### src/rtl/shader_program_sequencer.sv
// Shader program sequencer: stores NUM_INSTR instruction bytes and streams them
// to the executor one per cycle, once per pixel start.
module shader_program_sequencer #(
  parameter int NUM_INSTR = 8,
  localparam int ADDR_W = $clog2(NUM_INSTR)
) (
  input  logic       clk_i,
  input  logic       rst_i,
  input  logic       load_start_i,
  input  logic       load_valid_i,
  input  logic [7:0] load_data_i,
  output logic       load_ready_o,
  input  logic       pixel_start_i,
  output logic [7:0] instr_o,
  output logic       execute_o,
  output logic       busy_o,
  output logic       done_o,
  output logic       overrun_o
);

  typedef enum logic {IDLE = 1'b0, RUN = 1'b1} state_e;

  state_e            state_q, state_d;
  logic [7:0]        mem_q [NUM_INSTR];
  logic [7:0]        mem_d [NUM_INSTR];
  logic [ADDR_W-1:0] wptr_q, wptr_d;
  logic [ADDR_W-1:0] rptr_q, rptr_d;
  logic [ADDR_W-1:0] wr_addr;
  logic [7:0]        instr_q, instr_d;
  logic              execute_q, execute_d;
  logic              busy_q, busy_d;
  logic              done_q, done_d;
  logic              overrun_q, overrun_d;
  logic              load_fire;

  // Load handshake: a byte transfers in any cycle where load_valid_i and
  // load_ready_o are both high; the host may hold valid while ready is low.
  assign load_ready_o = (state_q == IDLE) && !pixel_start_i && !rst_i;
  assign load_fire    = load_valid_i && load_ready_o;
  assign wr_addr      = load_start_i ? '0 : wptr_q;

  always_comb begin
    state_d   = state_q;
    mem_d     = mem_q;
    wptr_d    = wptr_q;
    rptr_d    = rptr_q;
    instr_d   = instr_q;
    execute_d = execute_q;
    busy_d    = busy_q;
    done_d    = done_q;
    overrun_d = overrun_q;
    case (state_q)
      IDLE: begin
        if (load_start_i) begin
          wptr_d    = '0;
          overrun_d = 1'b0;
        end
        if (load_fire) begin
          mem_d[wr_addr] = load_data_i;
          wptr_d         = wr_addr + 1'b1;
        end
        // rptr holds the index of the next slot to issue; slot 0 goes out now.
        if (pixel_start_i) begin
          state_d   = RUN;
          busy_d    = 1'b1;
          execute_d = 1'b1;
          done_d    = 1'b0;
          instr_d   = mem_q[0];
          rptr_d    = ADDR_W'(1);
        end
      end
      RUN: begin
        if (pixel_start_i) overrun_d = 1'b1;
        if (done_q) begin
          state_d   = IDLE;
          execute_d = 1'b0;
          busy_d    = 1'b0;
          done_d    = 1'b0;
          rptr_d    = '0;
        end else begin
          instr_d = mem_q[rptr_q];
          rptr_d  = rptr_q + 1'b1;
          done_d  = (rptr_q == ADDR_W'(NUM_INSTR - 1));
        end
      end
      default: state_d = IDLE;
    endcase
  end

  always_ff @(posedge clk_i or posedge rst_i) begin
    if (rst_i) begin
      state_q   <= IDLE;
      for (int i = 0; i < NUM_INSTR; i++) mem_q[i] <= 8'h00;
      wptr_q    <= '0;
      rptr_q    <= '0;
      instr_q   <= 8'h00;
      execute_q <= 1'b0;
      busy_q    <= 1'b0;
      done_q    <= 1'b0;
      overrun_q <= 1'b0;
    end else begin
      state_q   <= state_d;
      mem_q     <= mem_d;
      wptr_q    <= wptr_d;
      rptr_q    <= rptr_d;
      instr_q   <= instr_d;
      execute_q <= execute_d;
      busy_q    <= busy_d;
      done_q    <= done_d;
      overrun_q <= overrun_d;
    end
  end

  assign instr_o   = instr_q;
  assign execute_o = execute_q;
  assign busy_o    = busy_q;
  assign done_o    = done_q;
  assign overrun_o = overrun_q;

endmodule

### config.mk
export PLATFORM = sky130hd
export DESIGN_NAME = shader_program_sequencer
export DESIGN_NICKNAME = d
export VERILOG_FILES = /design/src/rtl/shader_program_sequencer.sv
export SDC_FILE = /design/constraint.sdc
export NUM_CORES = 1
export LEC_CHECK = 0
export CAP_MARGIN = 20
export CORE_ASPECT_RATIO = 0.8
export CORE_MARGIN = 4
export CORE_UTILIZATION = 45
export CTS_BUF_LIST = sky130_fd_sc_hd__clkbuf_16
export CTS_CLUSTER_SIZE = 24
export DETAILED_ROUTE_END_ITERATION = 16
export DONT_BUFFER_PORTS = 1
export SLEW_MARGIN = 40
export SYNTH_ARGS = -nofsm -noshare
export SYNTH_HDL_FRONTEND = slang
export SYNTH_SLANG_ARGS = --single-unit
### constraint.sdc
create_clock -name clk_i -period 3.75 [get_ports clk_i]
set_clock_uncertainty 0.1 [all_clocks]
set_input_delay 0.9375 -clock clk_i [delete_from_list [all_inputs] [get_ports clk_i]]
set_output_delay 0.9375 -clock clk_i [all_outputs]
set_load 0.01 [all_outputs]
# [Word level (Yosys, flattened, before mapping)]
# Index checks and enable logic that the tools add are counted.
[totals] register_bits=82 output_inout_bits=13 word_cells=64
[op_classes] addsub=2 order_cmp=3 n_eq_ne=6 mux=25 bitwise=3 n_reduce_logical=10
[ops] op="64-bit bitwise mux" n=1
[ops] op="8-bit two-way mux" n=5
[ops] op="8-bit binary-select mux with 3-bit select" n=1
[ops] op="8-bit demux with 3-bit select" n=1
[ops] op="8-bit one-hot mux with 2 select lines" n=1
[ops] op="3-bit two-way mux" n=4
[ops] op="4-bit >= comparator, second input constant" n=2
[ops] op="2-bit inequality test, second input constant" n=4
[ops] op="3-bit inverter with 4-bit output" n=2
[ops] op="1-bit one-hot mux with 2 select lines" n=4
[ops] op="2-bit AND reduction" n=4
[ops] op="1-bit two-way mux" n=7
[ops] op="3-bit by 1-bit adder with 3-bit output, second input constant" n=2
[ops] op="3-bit one-hot mux with 2 select lines" n=1
[ops] op="1-bit logical AND" n=4
[ops] op="4-bit by 1-bit less-than comparator with 1-bit output, second input constant" n=1
[ops] op="3-bit equality test, second input constant" n=1
[ops] op="1-bit zero test" n=2
[ops] op="2-bit by 1-bit inequality test with 1-bit output, second input constant" n=1
[ops] op="1-bit inverter" n=1

# [Depth between registers and ports, before layout]
# Gate-level depths: netlist of run 1.
[logic_depth] word_depth=7 mapped_depth=7 depth_no_buf=4

# [Worst setup path before layout of run 1]
# OpenSTA, ideal clock, no wires.
[synth_path] path_kind="input to register" startpoint="input port pixel_start_i" endpoint="register mem_q[48] (netlist name)" arrival_time_ps=2297 t_required_ps=3525 setup_slack_ps=1228 cell_stages=6 path_buffers=2 cell_sequence="buf_6 nor3_4 and3_1 buf_6 nor3b_4 mux2_2"
[synth_between] elab_chain_len=5
[synth_rtl] item="from (decl)" line="13" text="input logic pixel_start_i,"
[synth_rtl] item="1-bit zero test" line="38" text="assign load_ready_o = (state_q == IDLE) && !pixel_start_i && !rst_i;"
[synth_rtl] item="1-bit logical AND (2 in series)" line="38"
[synth_rtl] item="via load_ready_o" line="12" text="output logic load_ready_o,"
[synth_rtl] item="1-bit logical AND" line="39" text="assign load_fire = load_valid_i && load_ready_o;"
[synth_rtl] item="2-bit AND reduction (no line)"
[synth_rtl] item="to (signal assigned)" line="103" text="mem_q <= mem_d;"
[synth_rtl] item="to (decl)" line="24" text="logic [7:0] mem_q [NUM_INSTR];"
# The timed path passes the listed nets, and every way through them passes these cells.
# A chain may end at the register's enable or synchronous reset.

# [Final worst setup path of run 1]
[layout_path] startpoint="input port rst_i" endpoint="register mem_q[51] (netlist name)"
[layout_between] elab_chain_len=4
[layout_rtl] item="from (decl)" line="8" text="input logic rst_i,"
[layout_rtl] item="1-bit zero test (no line)"
[layout_rtl] item="1-bit logical AND" line="38"
[layout_rtl] item="1-bit logical AND" line="39"
[layout_rtl] item="2-bit AND reduction (no line)"
# No other way between the ends.

==> run_results.csv, run 1 <==
group,metric,value,unit
outcome,status,"finished, final reports clean",
die,initial_utilization,46.86,%
timing,setup_viol,0,
clocking,cts_max_level,3,
synth,ys.flop_type,"dfrtp_1",
setup_path,crit_slowest_cell,"nor3b_4",
setup_path,arrival,2450,ps
clocking,postCtsResizedCells,0,
place,place_congestion,0.7425,
synth,synth_cells,284,
clocking,clkSlewWorstSetupHoldPaths,60,ps
place,placed_cell_area,3846,µm²
die,fp.dieArea,9927,µm²
die,rows,29,
route,wl,7.585,mm
clocking,cts-buffers-inserted,9,
die,ioPinCount,26,
setup_path,endpoint_kind,"flop",
layout,final_area,4134,µm²
route,vias,2225,
synth,synth-edff-count,0,
layout,utilization,51.32,%
clocking,cts.sinks,82,
route,initialDrtViolationCount,174,
layout,fillers,702,
layout,num-nets-final,296,
layout,drive_above_1_share,31.12,%
timing,fin_crit,2332,ps
clocking,clockBufferDepth,2,
power_and_ir_drop,ir_drop,0.3563,mV
route,dr.pass1.iters,4,
global_route,grt_pass1_vias,2255,
setup_path,critPathRequiredTime,3870,ps
setup_path,crit_type,"input pin to flop",
die,die_w,110.4,µm
synth,netlist_area,3775,µm²
synth,synth.top_cell.area_share,54.36,%
clocking,cts_tree,"done",
timing,fin_tns_setup,0,ps
power_and_ir_drop,power.switching,912.4,µW
timing,finalHoldViolCount,0,
synth,synth_warnings,0,
route,drc,0,
place,hpwl,4.990,mm
setup_path,slowest_delay,500,ps
synth,synth-seq-cells,82,
timing,rsz0062_at_grt,"no",
layout,antenna_cells,0,
power_and_ir_drop,p_per_area,669.0,nW/µm²
timing,slew_headroom,47.32,%
timing,worst_pin_slew,788.5,ps
power_and_ir_drop,pwr-share-seq,46.4,%
power_and_ir_drop,p_clk_share,30.7,%
global_route,grt_pass1_wl,12.58,mm
global_route,grt_use_total,16.36,%
route,ant_nets,0,
timing,post-route-period-util,62.20,%
place,io_buffers,0,
setup_path,crit_family,"simple AND/OR/NAND/NOR gates",
synth,synth_top_area_cell,"dfrtp_1",
synth,synthTopCellsByArea,"dfrtp_1 54%, mux2_2 19%, mux2i_1 8.8%",
hold_path,hp-class,"flop to flop",
setup_path,cp_max_fo,8,
route,wl_per_cell,19.25,µm
clocking,cts-root-buf,"clkbuf_16",
flow_run,maxCapViolCount,0,
power_and_ir_drop,switching_share,32.99,%
power_and_ir_drop,p_int,1.853,mW
power_and_ir_drop,power_frac_comb,23.0,%
clocking,clk_latency,330,ps
layout,final_cells,394,
place,placedCellCount,378,
synth,synth_cell_types,31,
die,core_region_area,8055,µm²
setup_path,path_buf_inv,0,
setup_path,critPathLaunchType,"input pin",
clocking,post_cts_buffers,0,
power_and_ir_drop,power,2.766,mW
global_route,overflow,0,
power_and_ir_drop,p_leak,2.065,nW
setup_path,worstPathCellList,"nor3_4 > and3_1 > nor3b_4 > mux2_2",
synth,seq_area_frac_synth,54.36,%
synth,synthArstFlopShare,100.0,%
global_route,antenna_found_initial,0,
clocking,cts_hold_buffers,0,
layout,areaGrowthSynthToFinish,9.513,%
global_route,grt_max_degree,37,
timing,fmax,428.7,MHz
timing,drv_slew,0,
synth,synth.avg_cell_area,13.29,µm²
synth,synth.net_count,299,
die,die_height,89.92,µm
route,vias_per_cell,5.647,
[metrics by stage]
| step | hold WS [ps] | setup WS [ps] |
|---|---|---|
| floorplan | 378.7 | 604.1 |
| global placement | 386.5 | 1082 |
| detailed placement | 392.6 | 1039 |
| CTS | 405.0 | 1394 |
| global route | 410.9 | 1281 |
| finish | 401.9 | 1418 |
[cells in the final DEF, fill, tap and decap left out, types with 2 or more instances in the layout]
| cell | n |
|---|---|
| a22oi_1 | 24 |
| buf_4 | 2 |
| nor2_1 | 6 |
| dfrtp_1 | 81 |
| clkbuf_16 | 9 |
| clkinv_2 | 2 |
| inv_1 | 5 |
| a21o_1 | 2 |
| mux2i_1 | 33 |
| mux2_2 | 65 |
| nand3_1 | 9 |
| ha_1 | 2 |
| o21ai_0 | 4 |
| nand3_2 | 2 |
| a22o_1 | 2 |
| nand2b_1 | 2 |
| nand2_1 | 12 |
| nor2b_1 | 6 |
| and3_1 | 2 |
[worst register-to-register path, stage by stage, from the launching register on]
cell     delay, ps
dfrtp_1        540
nor3_4         280
and3_1         370
nor3b_4        500
mux2_2         390
[cell type report]
type | count | area [µm²] | area share [%]
multi-input combinational | 182 | 1624 | 39.29
clock buffer | 9 | 225.2 | 5.448
clock inverter | 7 | 62.56 | 1.513
inverter | 4 | 16.27 | 0.3935
tap | 108 | 135.1 | 3.269
timing repair buffer | 2 | 15.01 | 0.3632
sequential | 82 | 2056 | 49.73
[registers in the layout, indices dropped and copies added (netlist names)]
| name | flops |
|---|---|
| mem_q | 64 |
| instr_o | 8 |
| rptr_q | 3 |
| wptr_q | 3 |
| busy_o | 1 |
| done_o | 1 |
| overrun_o | 1 |
| state_q | 1 |
[cell families (layout without fill, tap and decap cells)]
logic type,after synthesis,after routing,share of synthesized area [%]
AND/OR/NAND/NOR,45,45,6.961
buffers and inverters,20,22,2.684
multiplexers,98,98,28.14
adder cells (fa/ha/maj),2,2,0.6628
flip-flops,82,82,54.36
AO/OA/AOI/OAI,37,37,7.193
[power groups by stage]
stage                     Combinational [mW]  Sequential (mW)  Clock [mW]
after global routing                   0.712             1.31       0.909
after global placement                 0.635             1.29           0
final                                  0.635             1.28       0.848
after floorplan                        0.612             1.15           0
after CTS                              0.633             1.29       0.870
after detailed placement               0.631             1.30           0
[metal layers]
metal  vias up  GRT usage (%)  routed length (µm)
met1      1143          24.17                3909
met2        31          23.64                3284
met3        10          4.631                 309
met4         0          4.308                  82
met5         -              0                   0
li1       1041              -                   -
[synth_stat cells, types with 2 or more instances]
master,n
nand2b_1,2
o21ai_0,4
buf_2,3
nor2_1,6
clkbuf_1,6
mux2i_1,33
inv_1,4
nand3_1,9
dfrtp_1,82
a22o_1,2
nand3_2,2
a21o_1,2
buf_6,2
buf_4,2
mux2_2,65
ha_1,2
buf_1,3
nand2_1,12
a22oi_1,24
and3_1,2
nor2b_1,7
[worst paths after layout]
path                            from        end  slack, ps  cells after the start
max                            rst_i  mem_q[51]       1420                      4
min                        mem_q[19]  mem_q[19]        400                      1
max reg2reg                  state_q  mem_q[51]       1450                      4
min reg2reg                mem_q[19]  mem_q[19]        400                      1
max in group asynchronous      rst_i  mem_q[18]       2280                      2
min in group asynchronous      rst_i     busy_o        440                      1
(Power assumes the default switching activity.)
==> inputs of run 2 (changes only) <==
clock period = 2.43 ns   (was 3.75 ns; I/O delays follow)
==> run_results.csv, run 2 (synthesized netlist as in run 1, its figures left out) <==
group,metric,value,unit
layout,drive_above_1_share,34.24,%
global_route,grt_pass1_wl,13.17,mm
power_and_ir_drop,p_clk_share,32.5,%
layout,largest_reg_flops,64,
clocking,cts-buffers-inserted,9,
layout,seqCellArea,2053,µm²
layout,final_area,4267,µm²
clocking,post_cts_buffers,0,
route,vias_per_cell,5.536,
setup_path,critPathLaunchType,"flop",
die,core_region_area,8055,µm²
setup_path,arrival,2040,ps
setup_path,slowest_delay,420,ps
clocking,cts-root-buf,"clkbuf_16",
clocking,clkSlewWorstSetupHoldPaths,60,ps
global_route,grt_pass1_vias,2362,
power_and_ir_drop,p_int,3.042,mW
setup_path,endpoint_kind,"flop",
setup_path,crit_type,"flop to flop",
power_and_ir_drop,power_frac_comb,26.4,%
die,initial_utilization,46.86,%
timing,worst_pin_slew,675.9,ps
power_and_ir_drop,pwr-share-seq,41.0,%
timing,setup_viol,0,
setup_path,regToRegSetupSlack,500,ps
layout,fillers,708,
layout,multi_input_area,1624,µm²
layout,final_cell_mix,"81 x dfrtp_1, 65 x mux2_2, 33 x mux2i_1",
outcome,status,"finished, final reports clean",
route,drc,0,
setup_path,worstPathCellList,"nor3_4 > and3_1 > buf_4 > nand3b_2 > mux2_2",
layout,antenna_cells,0,
power_and_ir_drop,p_per_area,1056,nW/µm²
layout,largest-register,"mem_q",
power_and_ir_drop,power.switching,1.464,mW
clocking,clockBufferDepth,2,
layout,final_common_cell,"dfrtp_1",
clocking,cts_max_level,3,
timing,post-route-period-util,79.51,%
place,hpwl,5.310,mm
place,io_buffers,0,
die,rows,29,
timing,drv_slew,0,
timing,fmax,517.6,MHz
flow_run,maxCapViolCount,0,
power_and_ir_drop,switching_share,32.49,%
global_route,grt_max_degree,39,
die,die_height,89.92,µm
global_route,grt_use_total,16.98,%
die,ioPinCount,26,
clocking,cts.sinks,82,
route,wl,7.904,mm
timing,fin_tns_setup,0,ps
setup_path,critPathRequiredTime,2540,ps
timing,rsz0062_at_grt,"no",
clocking,cts_tree,"done",
setup_path,cp_max_fo,9,
layout,num-nets-final,305,
die,die_w,110.4,µm
route,vias,2231,
power_and_ir_drop,power,4.506,mW
route,wl_per_cell,19.61,µm
clocking,postCtsResizedCells,0,
die,fp.dieArea,9927,µm²
layout,areaGrowthSynthToFinish,13.03,%
route,dr.pass1.iters,4,
setup_path,crit_slowest_cell,"dfrtp_1",
power_and_ir_drop,ir_drop,0.5153,mV
route,ant_nets,0,
global_route,overflow,0,
hold_path,hp-class,"input pin to async pin",
power_and_ir_drop,p_leak,2.132,nW
clocking,cts_hold_buffers,0,
global_route,antenna_found_initial,0,
route,initialDrtViolationCount,113,
place,place_congestion,0.7610,
timing,finalHoldViolCount,0,
timing,slew_headroom,54.78,%
timing,fin_crit,1932,ps
clocking,clk_latency,330,ps
place,placed_cell_area,3939,µm²
[run 2: cell type report]
| type | instances | area share (%) |
|---|---|---|
| Clock buffer | 9 | 5.279 |
| Multi-Input combinational cell | 182 | 38.06 |
| Sequential cell | 82 | 48.12 |
| Timing Repair Buffer | 11 | 2.522 |
| Inverter | 4 | 0.4399 |
| Tap cell | 108 | 3.167 |
| Clock inverter | 7 | 2.405 |
[run 2: final timing paths]
kind	from	to	depth (start not counted)
max	state_q	mem_q[33]	5
min	rst_i	wptr_q[0]	1
max reg2reg	state_q	mem_q[33]	5
min reg2reg	mem_q[24]	mem_q[24]	1
max in group asynchronous	rst_i	mem_q[19]	2
min in group clk_i	load_start_i	overrun_o	1
[run 2: critical path, delay by kind of cell (launching register included)]
| kind | cells | cell delay [ps] |
|---|---|---|
| flops | 1 | 420 |
| simple gates | 3 | 760 |
| buf+inv | 1 | 170 |
| mux | 1 | 360 |
[run 2: metrics by stage]
stage                     hold slack [ps]  cells  setup WS, ps  utilization [%]
final                               29.58    403         497.9            52.97
after global routing                41.15    403         326.6            52.97
after CTS                           34.71    403         455.0            52.97
after detailed placement            391.9    387         234.0            48.90
after global placement              384.1    387         263.9            48.87
after floorplan                     378.7    284         237.9                -
[run 2: power by group through the flow]
stage	Clock, mW	Sequential, mW	Combinational, mW
3_5_place_dp	0	1.88	1.19
6_report	1.47	1.85	1.19
5_1_grt	1.57	1.88	1.32
3_3_place_gp	0	1.87	1.17
2_1_floorplan	0	1.77	0.945
4_1_cts	1.50	1.85	1.19
[run 2: per-layer routing]
metal,wire [µm],vias to the layer above,global-route usage (%)
li1,-,1050,-
met2,3577,35,24.60
met3,338,9,4.966
met5,0,-,0
met4,92,0,4.410
met1,3895,1137,24.98
